--- src/rtl/alu_sequential_if.sv ---
// Request/response bundle for alu_sequential.
// master: the block that issues operations; slave: the ALU itself.
interface alu_sequential_if #(
  parameter int DATA_WIDTH  = 32,
  parameter int SHAMT_WIDTH = 5
) ();
  logic                   start;
  logic [3:0]             ALUOperation;
  logic [DATA_WIDTH-1:0]  A;
  logic [DATA_WIDTH-1:0]  B;
  logic [SHAMT_WIDTH-1:0] shamt;
  logic                   busy;
  logic                   done;
  logic [DATA_WIDTH-1:0]  ALUResult;
  logic                   Zero;
  logic                   Invalid;

  modport master (
    output start, ALUOperation, A, B, shamt,
    input  busy, done, ALUResult, Zero, Invalid
  );

  modport slave (
    input  start, ALUOperation, A, B, shamt,
    output busy, done, ALUResult, Zero, Invalid
  );
endinterface

--- src/rtl/alu_sequential.sv ---
// Multi-cycle ALU: single-cycle logic/arithmetic ops, bit-serial shifts
// (one bit per clock) and an optional radix-2 shift-add multiplier.
// Optional feature macro: ALU_MULT_EN (enables code 0111 = MUL; when
// undefined the MULT state and multiplier datapath are not built and 0111
// is reported as an unsupported operation).
module alu_sequential #(
  parameter int DATA_WIDTH  = 32,
  parameter int SHAMT_WIDTH = 5
) (
  input  logic             clk,
  input  logic             reset,
  alu_sequential_if.slave  bus
);

  // Counter must hold either a shift amount or DATA_WIDTH multiplier steps.
  localparam int MULT_CW = $clog2(DATA_WIDTH + 1);
  localparam int CNT_W   = (SHAMT_WIDTH > MULT_CW) ? SHAMT_WIDTH : MULT_CW;

  localparam logic [3:0] OP_AND = 4'b0000;
  localparam logic [3:0] OP_OR  = 4'b0001;
  localparam logic [3:0] OP_NOR = 4'b0010;
  localparam logic [3:0] OP_ADD = 4'b0011;
  localparam logic [3:0] OP_SUB = 4'b0100;
  localparam logic [3:0] OP_SLL = 4'b0101;
  localparam logic [3:0] OP_SRL = 4'b0110;
`ifdef ALU_MULT_EN
  localparam logic [3:0] OP_MUL = 4'b0111;
`endif

  localparam logic [CNT_W-1:0]      CNT_ONE   = CNT_W'(1);
  localparam logic [DATA_WIDTH-1:0] DATA_ZERO = {DATA_WIDTH{1'b0}};

  typedef enum logic [1:0] {
    ST_IDLE  = 2'd0,
    ST_SHIFT = 2'd1,
    ST_DONE  = 2'd2
`ifdef ALU_MULT_EN
    , ST_MULT = 2'd3
`endif
  } state_t;

  state_t                  state_q, state_d;
  logic [3:0]              op_q, op_d;
  logic [DATA_WIDTH-1:0]   b_q, b_d;
  logic [CNT_W-1:0]        cnt_q, cnt_d;
  logic [DATA_WIDTH-1:0]   result_q, result_d;
  logic                    zero_q, zero_d;
  logic                    invalid_q, invalid_d;
  logic                    busy_q, busy_d;
  logic                    done_q, done_d;
`ifdef ALU_MULT_EN
  logic [DATA_WIDTH-1:0]   a_q, a_d;
  logic [DATA_WIDTH-1:0]   acc_q, acc_d;
  logic [DATA_WIDTH-1:0]   acc_next_s;
`endif
  logic                    accept_s;
  logic [DATA_WIDTH-1:0]   shift_next_s;

  // Result of the operations that complete in the acceptance cycle.
  function automatic logic [DATA_WIDTH-1:0] alu_simple(
    input logic [3:0]            op,
    input logic [DATA_WIDTH-1:0] a,
    input logic [DATA_WIDTH-1:0] b
  );
    logic [DATA_WIDTH-1:0] r;
    case (op)
      OP_AND:  r = a & b;
      OP_OR:   r = a | b;
      OP_NOR:  r = ~(a | b);
      OP_ADD:  r = a + b;
      OP_SUB:  r = a - b;
      default: r = DATA_ZERO;
    endcase
    return r;
  endfunction

  // One bit-serial shift step; direction follows the latched opcode.
  function automatic logic [DATA_WIDTH-1:0] shift_step(
    input logic [3:0]            op,
    input logic [DATA_WIDTH-1:0] v
  );
    logic [DATA_WIDTH-1:0] r;
    if (op == OP_SRL) begin
      r = v >> 1;
    end else begin
      r = v << 1;
    end
    return r;
  endfunction

  // A new request is taken only when no iterative operation is running.
  assign accept_s = bus.start && ((state_q == ST_IDLE) || (state_q == ST_DONE));

  assign shift_next_s = shift_step(op_q, b_q);
`ifdef ALU_MULT_EN
  assign acc_next_s = b_q[0] ? (acc_q + a_q) : acc_q;
`endif

  // State and datapath registers with asynchronous clear.
  always_ff @(posedge clk or posedge reset) begin
    if (reset) begin
      state_q   <= ST_IDLE;
      op_q      <= 4'b0000;
      b_q       <= DATA_ZERO;
      cnt_q     <= {CNT_W{1'b0}};
      result_q  <= DATA_ZERO;
      zero_q    <= 1'b1;
      invalid_q <= 1'b0;
      busy_q    <= 1'b0;
      done_q    <= 1'b0;
`ifdef ALU_MULT_EN
      a_q       <= DATA_ZERO;
      acc_q     <= DATA_ZERO;
`endif
    end else begin
      state_q   <= state_d;
      op_q      <= op_d;
      b_q       <= b_d;
      cnt_q     <= cnt_d;
      result_q  <= result_d;
      zero_q    <= zero_d;
      invalid_q <= invalid_d;
      busy_q    <= busy_d;
      done_q    <= done_d;
`ifdef ALU_MULT_EN
      a_q       <= a_d;
      acc_q     <= acc_d;
`endif
    end
  end

  // Next-state logic of the control FSM.
  always_comb begin
    state_d = state_q;
    case (state_q)
      ST_IDLE, ST_DONE: begin
        if (accept_s) begin
          case (bus.ALUOperation)
            OP_SLL, OP_SRL: begin
              if (bus.shamt == {SHAMT_WIDTH{1'b0}}) begin
                state_d = ST_DONE;
              end else begin
                state_d = ST_SHIFT;
              end
            end
`ifdef ALU_MULT_EN
            OP_MUL:  state_d = ST_MULT;
`endif
            default: state_d = ST_DONE;
          endcase
        end else begin
          state_d = ST_IDLE;
        end
      end
      ST_SHIFT: begin
        if (cnt_q == CNT_ONE) begin
          state_d = ST_DONE;
        end else begin
          state_d = ST_SHIFT;
        end
      end
`ifdef ALU_MULT_EN
      ST_MULT: begin
        if (cnt_q == CNT_ONE) begin
          state_d = ST_DONE;
        end else begin
          state_d = ST_MULT;
        end
      end
`endif
      default: state_d = ST_IDLE;
    endcase
  end

  // Datapath and registered output values for the next cycle.
  always_comb begin
    op_d      = op_q;
    b_d       = b_q;
    cnt_d     = cnt_q;
    result_d  = result_q;
    invalid_d = invalid_q;
`ifdef ALU_MULT_EN
    a_d       = a_q;
    acc_d     = acc_q;
`endif
    case (state_q)
      ST_IDLE, ST_DONE: begin
        if (accept_s) begin
          op_d = bus.ALUOperation;
          case (bus.ALUOperation)
            OP_AND, OP_OR, OP_NOR, OP_ADD, OP_SUB: begin
              result_d  = alu_simple(bus.ALUOperation, bus.A, bus.B);
              invalid_d = 1'b0;
            end
            OP_SLL, OP_SRL: begin
              if (bus.shamt == {SHAMT_WIDTH{1'b0}}) begin
                result_d  = bus.B;
                invalid_d = 1'b0;
              end else begin
                b_d   = bus.B;
                cnt_d = CNT_W'(bus.shamt);
              end
            end
`ifdef ALU_MULT_EN
            OP_MUL: begin
              a_d   = bus.A;
              b_d   = bus.B;
              acc_d = DATA_ZERO;
              cnt_d = CNT_W'(DATA_WIDTH);
            end
`endif
            default: begin
              result_d  = DATA_ZERO;
              invalid_d = 1'b1;
            end
          endcase
        end else begin
          op_d = op_q;
        end
      end
      ST_SHIFT: begin
        b_d   = shift_next_s;
        cnt_d = cnt_q - CNT_ONE;
        if (cnt_q == CNT_ONE) begin
          result_d  = shift_next_s;
          invalid_d = 1'b0;
        end else begin
          result_d  = result_q;
        end
      end
`ifdef ALU_MULT_EN
      ST_MULT: begin
        acc_d = acc_next_s;
        a_d   = a_q << 1;
        b_d   = b_q >> 1;
        cnt_d = cnt_q - CNT_ONE;
        if (cnt_q == CNT_ONE) begin
          result_d  = acc_next_s;
          invalid_d = 1'b0;
        end else begin
          result_d  = result_q;
        end
      end
`endif
      default: begin
        cnt_d = {CNT_W{1'b0}};
      end
    endcase
  end

  // Flags derived from the next state and next result.
  always_comb begin
    zero_d = (result_d == DATA_ZERO);
    done_d = (state_d == ST_DONE);
`ifdef ALU_MULT_EN
    busy_d = (state_d == ST_SHIFT) || (state_d == ST_MULT);
`else
    busy_d = (state_d == ST_SHIFT);
`endif
  end

  assign bus.busy      = busy_q;
  assign bus.done      = done_q;
  assign bus.ALUResult = result_q;
  assign bus.Zero      = zero_q;
  assign bus.Invalid   = invalid_q;

endmodule

--- src/flat_wrapper.sv ---
// flat-port wrapper written by rule: the top's interface ports become plain ports
module alu_sequential_flat 
#(
  parameter int DATA_WIDTH  = 32,
  parameter int SHAMT_WIDTH = 5
)
  (clk, reset, bus_start, bus_ALUOperation, bus_A, bus_B, bus_shamt, bus_busy, bus_done, bus_ALUResult, bus_Zero, bus_Invalid);
  alu_sequential_if #(.DATA_WIDTH(DATA_WIDTH), .SHAMT_WIDTH(SHAMT_WIDTH)) bus_i ();
  input  logic clk;
  input  logic reset;
  input wire logic [$bits(bus_i.start)-1:0] bus_start;
  input wire logic [$bits(bus_i.ALUOperation)-1:0] bus_ALUOperation;
  input wire logic [$bits(bus_i.A)-1:0] bus_A;
  input wire logic [$bits(bus_i.B)-1:0] bus_B;
  input wire logic [$bits(bus_i.shamt)-1:0] bus_shamt;
  output wire logic [$bits(bus_i.busy)-1:0] bus_busy;
  output wire logic [$bits(bus_i.done)-1:0] bus_done;
  output wire logic [$bits(bus_i.ALUResult)-1:0] bus_ALUResult;
  output wire logic [$bits(bus_i.Zero)-1:0] bus_Zero;
  output wire logic [$bits(bus_i.Invalid)-1:0] bus_Invalid;
  assign bus_i.start = bus_start;
  assign bus_i.ALUOperation = bus_ALUOperation;
  assign bus_i.A = bus_A;
  assign bus_i.B = bus_B;
  assign bus_i.shamt = bus_shamt;
  assign bus_busy = bus_i.busy;
  assign bus_done = bus_i.done;
  assign bus_ALUResult = bus_i.ALUResult;
  assign bus_Zero = bus_i.Zero;
  assign bus_Invalid = bus_i.Invalid;
  alu_sequential #(.DATA_WIDTH(DATA_WIDTH), .SHAMT_WIDTH(SHAMT_WIDTH)) u_core (.clk(clk), .reset(reset), .bus(bus_i));
endmodule
--- config.mk ---
export PLATFORM = sky130hd
export DESIGN_NAME = alu_sequential_flat
export DESIGN_NICKNAME = d
export VERILOG_FILES = /design/src/rtl/alu_sequential_if.sv /design/src/rtl/alu_sequential.sv /design/src/flat_wrapper.sv
export SDC_FILE = /design/constraint.sdc
export NUM_CORES = 1
export LEC_CHECK = 0
export ABC_CLOCK_PERIOD_IN_PS = 3800
export BUFFER_PORTS_ARGS = -buffer_cell sky130_fd_sc_hd__buf_2
export CAP_MARGIN = 30
export CORE_MARGIN = 2
export CORE_UTILIZATION = 55
export CTS_BUF_LIST = sky130_fd_sc_hd__clkbuf_8
export DETAILED_ROUTE_END_ITERATION = 12
export HOLD_SLACK_MARGIN = 0.03
export PLACE_DENSITY = 0.85
export SYNTH_ARGS = -nofsm -noshare
export SYNTH_HDL_FRONTEND = slang
export SYNTH_SLANG_ARGS = --single-unit
--- constraint.sdc ---
create_clock -name clk -period 3.8 [get_ports clk]
set_clock_uncertainty 0.15 [all_clocks]
set_input_delay 0.19 -clock clk [delete_from_list [all_inputs] [get_ports clk]]
set_output_delay 0.19 -clock clk [all_outputs]
set_load 0.03 [all_outputs]
==> impl_metrics.ini <==
[status]
status = finished, violations left
violations = negative setup slack

[synthesis]
yosys.area.top_type = dfrtp_1
synth_top_area_frac = 0.235
yosysSeqAreaShare = 0.238
synth_nets = 1174
async_flop_share = 1.00
ys.flop_type = dfrtp_1
synth_area_per_cell_um2 = 7.94
yosysMostFrequentCell = o21ai_0
synth_edf_count = 0
ys_types = 85
synth_area_leaders = dfrtp_1, mux2i_1, o21ai_0
synth_top_cells_by_count = o21ai_0, nand2_1, a21oi_1
netlist_area_mm2 = 0.00842
ys_seq_elements = 80
syn_inst = 1061
yosysWarnings = 0

[die]
die-area_mm2 = 0.0163
die_h_um = 128
core_mm2 = 0.0151
io_pins = 112
die_w_um = 128
num_rows = 45
start_util = 0.558

[detailed_routing]
drc = 0
dr.pass1.iters = 5
routed_wl_mm = 32.4
vias_per_cell = 6.74
vias = 9946
drt_iter0_markers = 1234
antenna_left = 0
routedWlPerCell_um = 22.0

[final_layout]
fillerInstances = 1185
drive_gt1_frac = 0.310
nets = 1395
area_delta_synth_final_pct = 26.6
seq_area_mm2 = 0.00200
antenna_cells = 0
fin_cells = 1475
multi_input_area_mm2 = 0.00617

[global_routing]
grt_pass1_vias = 9422
overflow = 0
track_usage = 0.393
grt_pass1_wl_mm = 49.8
antenna_found_initial = 0
grt_start_max_net_pins = 71

[setup_path]
end_kind = flip-flop
path_max_fanout = 4
critPathLaunchType = primary input
cp_data_required_time_ps = 3940
crit_type = primary input to flip-flop
arrival_ps = 3990

[clock_tree]
root_buffer = clkbuf_8
clk_latency_ps = 380
cts_tree = yes
clk_path_buf_depth = 2
clock-sinks = 80
clk_pin_slew_ps = 80
cts_buffers = 9
cts_max_level = 3

[place]
dp_slack_ps = -473
dp_hpwl_mm = 24.2
place_inst = 1450
portBuffers = 111
gp_congestion = 1.05

[run]
maxCapViolCount = 0

[sta]
final_max_slew_viol_count = 0
tns_ps = -54.3
finalSetupViolations = 1
layout_setup_ws_ps = -54.3
max_freq_mhz = 259
tightest_slew_ps = 890
rsz0062_at_grt = yes
max_slew_margin = 0.406
hold_slack_ps = 41.0
min_period_ps = 3850
hold_violations = 0
period_share = 1.01

[power_and_ir_drop]
powerDensity_mw_per_mm2 = 408
ir_worst_vdd_v = 0.000298
p_leak_nw = 4.70

[min_path]
min_path_type = primary input to flip-flop
==> final timing paths <==
check | start | to | slack, ps | depth (start not counted)
setup / recovery | bus_B[14] | u_core.bus.Zero | -50 | 19
max in group asynchronous | reset | u_core.b_q[3] | 2190 | 4
setup reg to reg | u_core.state_q[0] | u_core.bus.Zero | 370 | 12
hold reg to reg | u_core.op_q[2] | u_core.op_q[2] | 340 | 2
hold / removal | bus_shamt[0] | u_core.cnt_q[0] | 40 | 3
min in group asynchronous | reset | u_core.bus.ALUResult[27] | 370 | 3
==> metal layers <==
metal	vias to the layer above	track usage	part of all wire
met2	694	0.653	0.47
met3	215	0.0710	0.090
met4	0	0.268	0.085
li1	4417	-	-
met5	-	0	0
met1	4620	0.461	0.36
==> worst max-delay path, cell delays in order <==
cell	delay, ps
buf_2	130
or4_4	560
nor4_4	170
nand2b_1	140
nor4_4	200
nor3b_4	340
a21oi_1	130
xnor2_1	130
ha_1	360
a21oi_2	190
nor3b_1	220
nor2_1	90
a2111oi_2	210
buf_4	180
xor2_1	140
o211ai_1	110
nor4_1	210
nand4_1	130
nor4_2	150
==> cell usage in the layout, fill, tap and decap left out, types with 6 or more instances in the layout <==
master / n
ha_1: 34
inv_1: 25
clkbuf_8: 11
a31oi_1: 15
o221ai_1: 7
o22ai_1: 17
a22oi_1: 14
and3_1: 6
nor4_1: 7
buf_4: 177
nand2_1: 94
o32ai_1: 7
maj3_1: 18
dfrtp_1: 79
mux2_2: 29
xnor2_1: 33
and2_1: 7
mux2i_1: 61
o211ai_1: 8
a21oi_1: 85
nor3_1: 22
or2_2: 6
a211o_1: 7
a21o_1: 6
o21a_1: 17
nand3_1: 35
xor2_1: 14
a21oi_2: 8
nand2b_1: 10
nor2_1: 70
o21ai_0: 98
buf_2: 111
o31ai_1: 6
nand4_1: 12
==> stage by stage <==
stage               utilization  cell area [µm²]  power, W
finish                    0.706            10700   0.00435
global route              0.706            10700   0.00458
CTS                       0.697            10500   0.00425
detailed placement        0.678            10200   0.00355
global placement          0.678            10200   0.00348
floorplan                     -             8520   0.00271
==> power breakdown <==
| part | total (W) | switching [W] | internal [W] |
|---|---|---|---|
| combinational | 0.00226 | 0.00130 | 0.000962 |
| clock | 0.000679 | 0.000342 | 0.000337 |
| sequential | 0.00141 | 0.000282 | 0.00113 |
==> state kept, by name, summed over array words and instances (netlist names) <==
name                  cells
u_core.b_q               32
u_core.bus.ALUResult     32
u_core.bus.Invalid        1
u_core.bus.Zero           1
u_core.bus.busy           1
u_core.bus.done           1
u_core.cnt_q              6
u_core.op_q               4
u_core.state_q            2
==> logic make-up after synthesis <==
group,count (synthesis),share of synthesized area
compound gates,357,0.271
xor+xnor,48,0.0499
flops,80,0.238
fa+ha+maj,57,0.0799
mux,90,0.111
simple gates,321,0.194
buf+inv,108,0.0556
==> layout make-up <==
class                   instances  area share
clock buffers                  11      0.0142
multi-input cells             873       0.579
clock inverters                 5     0.00528
inverters                      25     0.00892
repair buffers                293       0.183
well taps                     188      0.0221
flip-flops and latches         80       0.188
==> timing repair <==
item	4_1_cts	5_1_grt
pin swaps	1	4
gates resized for setup	7	20
hold endpoints to repair	50	0
buffers inserted	0	5
hold buffers	3	0
endpoints found under the setup margin	1	5
Note: power is estimated with default switching activity, not from simulation.
